### src/rtl/uart_rx_param.sv
// rtl/uart_rx_param.sv - parametrised UART receiver with valid/ack hold and overrun flag
// Optional: define UART_RX_MAJORITY_VOTE_EN for 2-of-3 majority sampling of every bit.
module uart_rx_param #(
    parameter int CLKS_PER_BAUD_PERIOD = 434,
    parameter int DATA_BITS            = 8,
    parameter int PARITY_MODE          = 0,
    parameter int STOP_BITS            = 1
) (
    input  logic                 i_clk,
    input  logic                 i_rst_n,
    input  logic                 i_rx_data_line,
    input  logic                 i_data_ack,
    output logic                 o_data_valid,
    output logic [DATA_BITS-1:0] o_data_byte,
    output logic                 o_parity_err,
    output logic                 o_frame_err,
    output logic                 o_overrun,
    output logic                 o_busy
);

    localparam int CW = $clog2(CLKS_PER_BAUD_PERIOD);
    localparam int BW = $clog2(DATA_BITS + 1);
    localparam logic [CW-1:0] HALF = CW'((CLKS_PER_BAUD_PERIOD - 1) / 2);
    localparam logic [CW-1:0] LAST = CW'(CLKS_PER_BAUD_PERIOD - 1);

    typedef enum logic [2:0] {
        S_IDLE, S_START, S_DATA, S_PARITY, S_STOP, S_DELIVER, S_BREAK
    } state_t;

    state_t               state, state_next;
    logic                 rx_meta, rx_s, rx_bit;
    logic [CW-1:0]        clk_ctr;
    logic [BW-1:0]        bit_ctr;
    logic [DATA_BITS-1:0] shift_reg;
    logic                 parity_bit, stop_low, parity_sum, parity_err;
    logic                 at_sample, sample_en, deliver;

    always_ff @(posedge i_clk) begin
        if (!i_rst_n) begin
            rx_meta <= 1'b1;
            rx_s    <= 1'b1;
        end else begin
            rx_meta <= i_rx_data_line;
            rx_s    <= rx_meta;
        end
    end

`ifdef UART_RX_MAJORITY_VOTE_EN
    // rx_meta is the value rx_s takes next cycle, so the vote window centred on
    // the sample point is available without delaying the bit timing.
    logic rx_prev;
    always_ff @(posedge i_clk) begin
        if (!i_rst_n) rx_prev <= 1'b1;
        else          rx_prev <= rx_s;
    end
    assign rx_bit = (rx_prev & rx_s) | (rx_prev & rx_meta) | (rx_s & rx_meta);
`else
    assign rx_bit = rx_s;
`endif

    assign at_sample = (clk_ctr == LAST);

    always_ff @(posedge i_clk) begin
        if (!i_rst_n) state <= S_IDLE;
        else          state <= state_next;
    end

    always_comb begin
        state_next = state;
        case (state)
            S_IDLE:    if (!rx_s) state_next = S_START;
`ifdef UART_RX_MAJORITY_VOTE_EN
            S_START:   if (clk_ctr == HALF) state_next = rx_bit ? S_IDLE : S_DATA;
`else
            S_START:   if (rx_s) state_next = S_IDLE;
                       else if (clk_ctr == HALF) state_next = S_DATA;
`endif
            S_DATA:    if (at_sample && bit_ctr == BW'(DATA_BITS - 1))
                           state_next = (PARITY_MODE != 0) ? S_PARITY : S_STOP;
            S_PARITY:  if (at_sample) state_next = S_STOP;
            S_STOP:    if (at_sample && bit_ctr == BW'(STOP_BITS - 1)) state_next = S_DELIVER;
            S_DELIVER: state_next = o_frame_err ? S_BREAK : S_IDLE;
            S_BREAK:   if (rx_s) state_next = S_IDLE;
            default:   state_next = S_IDLE;
        endcase
    end

    always_comb begin
        o_busy    = (state != S_IDLE);
        sample_en = at_sample && (state == S_DATA || state == S_PARITY || state == S_STOP);
        deliver   = at_sample && (state == S_STOP) && (bit_ctr == BW'(STOP_BITS - 1));
    end

    always_ff @(posedge i_clk) begin
        if (!i_rst_n) begin
            clk_ctr <= '0;
            bit_ctr <= '0;
        end else begin
            if (state_next != state || at_sample || state == S_IDLE || state == S_BREAK)
                clk_ctr <= '0;
            else
                clk_ctr <= clk_ctr + CW'(1);
            if (state_next != state) bit_ctr <= '0;
            else if (sample_en)      bit_ctr <= bit_ctr + BW'(1);
        end
    end

    assign parity_sum = ^{shift_reg, parity_bit};
    assign parity_err = (PARITY_MODE == 1) ? ~parity_sum :
                        (PARITY_MODE == 2) ?  parity_sum : 1'b0;

    // Outputs load on the last stop sample so they are visible during DELIVER.
    always_ff @(posedge i_clk) begin
        if (!i_rst_n) begin
            shift_reg    <= '0;
            parity_bit   <= 1'b0;
            stop_low     <= 1'b0;
            o_data_valid <= 1'b0;
            o_data_byte  <= '0;
            o_parity_err <= 1'b0;
            o_frame_err  <= 1'b0;
            o_overrun    <= 1'b0;
        end else begin
            if (state == S_IDLE) stop_low <= 1'b0;
            if (sample_en && state == S_DATA)   shift_reg  <= {rx_bit, shift_reg[DATA_BITS-1:1]};
            if (sample_en && state == S_PARITY) parity_bit <= rx_bit;
            if (sample_en && state == S_STOP && !rx_bit) stop_low <= 1'b1;

            if (deliver) begin
                o_data_byte  <= shift_reg;
                o_parity_err <= parity_err;
                o_frame_err  <= stop_low | ~rx_bit;
                o_data_valid <= 1'b1;
                if (o_data_valid && !i_data_ack) o_overrun <= 1'b1;
                else if (o_data_valid)           o_overrun <= 1'b0;
            end else if (o_data_valid && i_data_ack) begin
                o_data_valid <= 1'b0;
                o_overrun    <= 1'b0;
            end
        end
    end

endmodule

### config.mk
export PLATFORM = sky130hd
export DESIGN_NAME = uart_rx_param
export DESIGN_NICKNAME = d
export VERILOG_FILES = /design/src/rtl/uart_rx_param.sv
export SDC_FILE = /design/constraint.sdc
export NUM_CORES = 1
export LEC_CHECK = 0
export BUFFER_PORTS_ARGS = -buffer_cell sky130_fd_sc_hd__buf_2
export CAP_MARGIN = 30
export CORE_ASPECT_RATIO = 2
export CORE_MARGIN = 5
export CORE_UTILIZATION = 46
export DETAILED_ROUTE_END_ITERATION = 8
export SYNTH_ARGS = -nofsm -noshare
export SYNTH_HDL_FRONTEND = slang
export SYNTH_SLANG_ARGS = --single-unit
### constraint.sdc
create_clock -name i_clk -period 2.3 [get_ports i_clk]
set_clock_uncertainty 0.1 [all_clocks]
set_input_delay 0.345 -clock i_clk [delete_from_list [all_inputs] [get_ports i_clk]]
set_output_delay 0.345 -clock i_clk [all_outputs]
set_load 0.1 [all_outputs]
==> results of run 1 <==
## path summary, 6_finish.rpt
path,start,slack (ns),cells past startpoint,end
min,i_data_ack,0.14,2,o_overrun
min reg2reg,rx_meta,0.31,1,rx_bit
max,clk_ctr[0],0.17,5,bit_ctr[3]
max reg2reg,clk_ctr[0],0.17,5,bit_ctr[3]
## metal layers
metal  global-route usage, %  vias to the layer above
li1                        -                      678
met1                    13.6                      650
met5                       0                        -
met2                    26.2                       20
met3                    3.36                       13
met4                    9.79                        0
## through the flow
stage	instances	util, %	setup WS (ns)	total power [W]	cell area, sq um
floorplan	185	-	0.357	0.000710	1800
global placement	243	49.7	0.249	0.000718	1890
detailed placement	243	49.7	0.182	0.000719	1890
CTS	251	52.2	0.159	0.00120	1990
global route	251	52.4	0.0515	0.00122	1990
finish	251	52.4	0.174	0.00118	1990
## timing repair
action | 4_1_cts | 5_1_grt
endpoints found under the hold margin | 0 | 0
resized for setup | 0 | 1
setup endpoints to repair | 0 | 1
hold buffers | 0 | 0
## layout make-up
cell class / instances / area (sq um)
clock buffers: 6 / 82.6
inverters: 7 / 26.3
well taps: 51 / 63.8
multi-input cells: 129 / 948
clock inverters: 2 / 12.5
fillers: 370 / 1810
flip-flops and latches: 38 / 761
repair buffers: 18 / 97.6
## worst max-delay path: stages (launching register included)
cell      delay, ns
dfxtp_1        0.45
ha_1           0.18
and4b_1        0.42
o211ai_1       0.26
or3_1          0.42
a221oi_2       0.22
## cells by family (layout without fill, tap and decap cells)
kind of cell / count (synthesis) / count (layout) / share of synthesized area [%]
AOI/OAI and AO/OA: 23 / 23 / 10.4
xor gates and xnor gates: 10 / 10 / 4.88
adders and majority gates: 5 / 5 / 3.48
buffers and inverters: 18 / 33 / 5.16
DFF: 38 / 38 / 42.4
muxes: 17 / 17 / 9.48
other: 1 / 1 / 0.209
and+or+nand+nor: 73 / 73 / 24.0
## power by group
part	switching, W	internal (W)	leakage, nW
logic	0.0000289	0.0000117	0.434
registers	0.00000302	0.000660	0.307
clock network	0.000233	0.000241	0.0472
total	0.000265	0.000912	0.787
## cells in the final DEF (no fill, tap or decap), drive strengths merged, types with 6 or more instances in the layout
| master | count |
|---|---|
| nor3 | 13 |
| dfxtp | 38 |
| mux2i | 17 |
| inv | 7 |
| nand2 | 6 |
| nand3 | 6 |
| clkbuf | 6 |
| nor3b | 6 |
| nor2 | 21 |
| buf | 18 |
==> reports/metrics.yaml, run 1 <==
clock_tree:
  clk_pin_slew_worst_paths_ns: 0.08
  cts.path.max_buffers: 2
  cts_tree: "done"
  cts_setup_buffers: 0
  cts_htree_levels: 2
  cts_root_buf: "clkbuf_8"
  clk_latency_ns: 0.29
  clock_sink_count: 38
  cts_made_buffers: 5
floorplanning:
  die_y_um: 98.4
  dieArea_sq_mm: 0.00533
  fp-row-count: 32
  start_util_pct: 47.2
  die_x_um: 54.2
  io_pins: 17
  coreArea_sq_mm: 0.00380
route:
  wl_met3_um: 97
  drt_iter0_drc: 8
  wl_per_cell_um: 14.7
  drc: 0
  vias: 1361
  met1_length_um: 1380
  wirelength_um: 3690
  met2WireLength_um: 2050
  top_layer_used: "met4"
  dr.pass1.iters: 4
  via_per_inst: 5.42
  antenna_left: 0
synthesis:
  yosysUniqueCellTypes: 43
  synth_cells: 185
  ys_seq_area_share_pct: 42.4
  synth_edf_count: 0
  async_flop_share_pct: 0
  netlist_area_sq_mm: 0.00180
  synthesis.nets: 194
  synth_top_cell_by_area: "dfxtp_1"
  synth.most_common_cell: "dfxtp_1"
  synth_seq_cells: 38
  synth_ff_type: "dfxtp_1"
  syn_avg_cell_area_sq_um: 9.71
  yosys_warnings: 0
  netlist.area_leader.share_pct: 42.4
  synth_commonest_cells: "38 x dfxtp_1, 21 x nor2_1, 17 x mux2i_1"
  synth_area_leaders: "dfxtp_1 42%, mux2i_1 9.5%, nor2_1 4.4%"
timing:
  setup_tns_ns: 0
  rsz0062_at_grt: "no"
  drv_slew: 0
  period_share_pct: 92.5
  fmax_mhz: 470
  fin_hold_ws_ns: 0.142
  min_period_ns: 2.13
  tightest_slew_ns: 0.740
  relSlewSlack_pct: 50.6
  hold_viol_final: 0
  setup_viol: 0
global_route:
  grt_pass1_vias: 1362
  grt_pass1_wl_um: 5870
  antenna_found_initial: 0
  grt_use_total_pct: 14.7
  grt_overflow: 0
  grt_start_max_net_pins: 24
cells_and_area:
  diodes: 0
  nNetsFinal: 208
  drive_gt1_share_pct: 18.5
  syn2layout_area_growth_pct: 10.9
  largest_reg_flops: 9
critical_path:
  startpoint_type: "register"
  required_ns: 2.41
  critPathKind: "register to register"
  arrival_ns: 2.23
  crit_path_end_kind: "register"
  crit_fanout: 9
power_and_ir_drop:
  vdd_ir_drop_max_mv: 0.436
  leakage_nw: 0.787
  power_density_mw_per_mm2: 591
placed_design:
  port_buffers: 15
  place_congestion: 0.790
  dp_hpwl_um: 2750
hold_path:
  hold_path.class: "input pin to register"
outcome:
  status: "finished clean"
job:
  drv_cap: 0
No activity file was read; power rests on OpenSTA's default activity.
==> run 2: changes to the inputs <==
- ABC_AREA: default -> 1
==> reports/metrics.yaml, run 2 <==
clock_tree:
  cts_resized: 0  # unchanged
  cts_root_buf: "clkbuf_8"
  ctsHoldBuffers: 0  # unchanged
  cts_setup_buffers: 0  # unchanged
  cts.path.max_buffers: 2  # unchanged
  cts_htree_levels: 2  # unchanged
  clk_pin_slew_worst_paths_ns: 0.07  # about the same
  clock_sink_count: 38  # unchanged
  cts_tree: "done"
  cts_made_buffers: 5  # unchanged
  clk_latency_ns: 0.29  # about the same
outcome:
  status: "finished clean"
synthesis:
  yosysUniqueCellTypes: 31  # -28%
  synth.most_common_cell: "dfxtp_1"
  synth_commonest_cells: "38 x dfxtp_1, 31 x inv_1, 31 x nand2_1"
  async_flop_share_pct: 0  # unchanged
  netlist_area_sq_mm: 0.00172  # -4.0%
  synth_top_cell_by_area: "dfxtp_1"
  synth_edf_count: 0  # unchanged
  synth_cells: 225  # +22%
  synth_ff_type: "dfxtp_1"
  ys_seq_area_share_pct: 44.2  # +1.8 points
  syn_avg_cell_area_sq_um: 7.66  # -21%
  synth_seq_cells: 38  # unchanged
  netlist.area_leader.share_pct: 44.2  # +1.8 points
  synthesis.nets: 234  # +21%
  synth_area_leaders: "dfxtp_1 44%, inv_1 6.8%, nand2_1 6.8%"
  yosys_warnings: 0  # unchanged
timing:
  period_share_pct: 85.8  # -6.7 points
  min_period_ns: 1.97  # -0.154 ns
  hold_viol_final: 0  # unchanged
  fmax_mhz: 507  # +7.8%
  rsz0062_at_grt: "no"
  drv_slew: 0  # unchanged
  setup_viol: 0  # unchanged
  setup_tns_ns: 0  # unchanged
cells_and_area:
  nNetsFinal: 251  # +21%
  syn2layout_area_growth_pct: 12.1
  drive_gt1_share_pct: 16.0  # -2.5 points
  final_area_sq_mm: 0.00193  # -3.0%
  final_util_pct: 53.6  # +1.2 points
  diodes: 0  # unchanged
  largest_reg_flops: 9  # unchanged
  final_cell_mix: "38 x dfxtp_1, 31 x inv_1, 31 x nand2_1"
  mostFrequentLayoutCell: "dfxtp_1"
global_route:
  antenna_found_initial: 0  # unchanged
  grt_overflow: 0  # unchanged
  use_met1_pct: 14.2  # +0.57 points
  grt_start_max_net_pins: 22  # -8.3%
  grt_pass1_wl_um: 5590  # -4.7%
  grt_pass1_vias: 1314  # -3.5%
  grt_use_total_pct: 15.0  # +0.28 points
  use_met2_pct: 27.4  # +1.1 points
  top_usage_layer: "met2"
  use_met3_pct: 3.23  # -0.13 points
hold_path:
  hold_path.class: "input pin to register"
  min_from: "i_rx_data_line"
  hold_end: "rx_meta"
  hold_depth: 2  # unchanged
route:
  via_per_inst: 4.76  # -12%
  drc: 0  # unchanged
  wirelength_um: 3230  # -12%
  drt_iter0_drc: 20  # +12
  dr.pass1.iters: 4  # unchanged
  wl_per_cell_um: 11.1  # -25%
  antenna_left: 0  # unchanged
  vias: 1390  # +2.1%
power_and_ir_drop:
  vdd_ir_drop_max_mv: 0.393  # -10%
  power_density_mw_per_mm2: 609  # +3.1%
  leakage_nw: 0.792  # +0.63%
critical_path:
  arrival_ns: 1.53  # -0.70 ns
  rrSetupSlack_ns: 0.47  # +0.30 ns
  crit_fanout: 6  # -3
  r2r_cells: 8  # +3
  critPathKind: "register to primary output"
  crit-reg2reg-capture: "shift_reg[0]"
  required_ns: 1.86  # -0.55 ns
  timing.rr.start: "clk_ctr[0]"
  startpoint_type: "register"
  crit_path_end_kind: "primary output"
placed_design:
  dp_hpwl_um: 2490  # -9.4%
  place_area_sq_mm: 0.00184  # -2.8%
  port_buffers: 15  # unchanged
  place_congestion: 0.841  # +6.3%
job:
  drv_cap: 0  # unchanged
floorplanning:
  dieArea_sq_mm: 0.00514  # -3.5%
  start_util_pct: 47.8  # +0.56 points
  io_pins: 17  # unchanged
  die_y_um: 96.6  # -1.8%
  die_x_um: 53.3  # -1.7%
  fp-row-count: 31  # -3.1%
  coreArea_sq_mm: 0.00361  # -5.2%
-- run 2: changes by cell type after synthesis, sizes merged, moves of 4 or more --
cell and change:
nor2 +11, a211oi -4, o21ai +16, inv +25
nor3 -9, nor3b -6, or3 -4, mux2i -17
buf -4, nand3 +5, nand2 +28, a21oi +19
-- run 2: area by class of cell --
class                   count  area [sq um]
flip-flops and latches     38           761
inverters                  32           120
clock buffers               6          82.6
well taps                  49          61.3
multi-input cells         149           812
fillers                   374          1680
repair buffers             16          82.6
clock inverters             2          12.5
-- run 2: where the power goes --
part / total, W / internal [W] / switching (W) / leakage (nW)
Clock: 0.000477 / 0.000241 / 0.000237 / 0.0472
Combinational: 0.0000390 / 0.00000903 / 0.0000300 / 0.439
Sequential: 0.000661 / 0.000660 / 0.00000129 / 0.306
-- run 2: worst max-delay path: stages, from the launching register on --
cell	delay [ns]
dfxtp_1	0.47
inv_2	0.12
nand3_1	0.19
buf_2	0.46
-- run 2: worst max path at each step --
stage / start / end / slack (ns) / depth (start not counted)
final: state[1] / o_busy / 0.33 / 3
after global routing: clk_ctr[0] / shift_reg[7] / 0.23 / 8
after CTS: state[1] / o_busy / 0.34 / 3
after detailed placement: clk_ctr[6] / shift_reg[0] / 0.46 / 8
after global placement: clk_ctr[6] / shift_reg[0] / 0.46 / 8
after floorplan: state[0] / clk_ctr[0] / 0.11 / 9
-- run 2: stage by stage --
stage	total power (W)	instances	worst slack, ns	hold slack, ns
after global routing	0.00122	292	0.232	0.146
after detailed placement	0.000716	284	0.464	0.303
final	0.00118	292	0.327	0.143
after CTS	0.00120	292	0.336	0.139
after global placement	0.000716	284	0.457	0.301
after floorplan	0.000708	225	0.107	0.293
-- run 2: metal layers --
metal	part of all wire (%)	routed length (um)
met1	38	1220
met2	55	1780
met3	3.3	108
met4	3.9	127
met5	0	0
-- run 2: logic make-up after synthesis --
logic type	share of synthesized area, %
and+or+nand+nor	24.3
muxes	0.654
AOI/OAI and AO/OA	13.2
adders and majority gates	3.63
DFF	44.2
buffers and inverters	8.71
xor gates and xnor gates	5.08
other	0.218
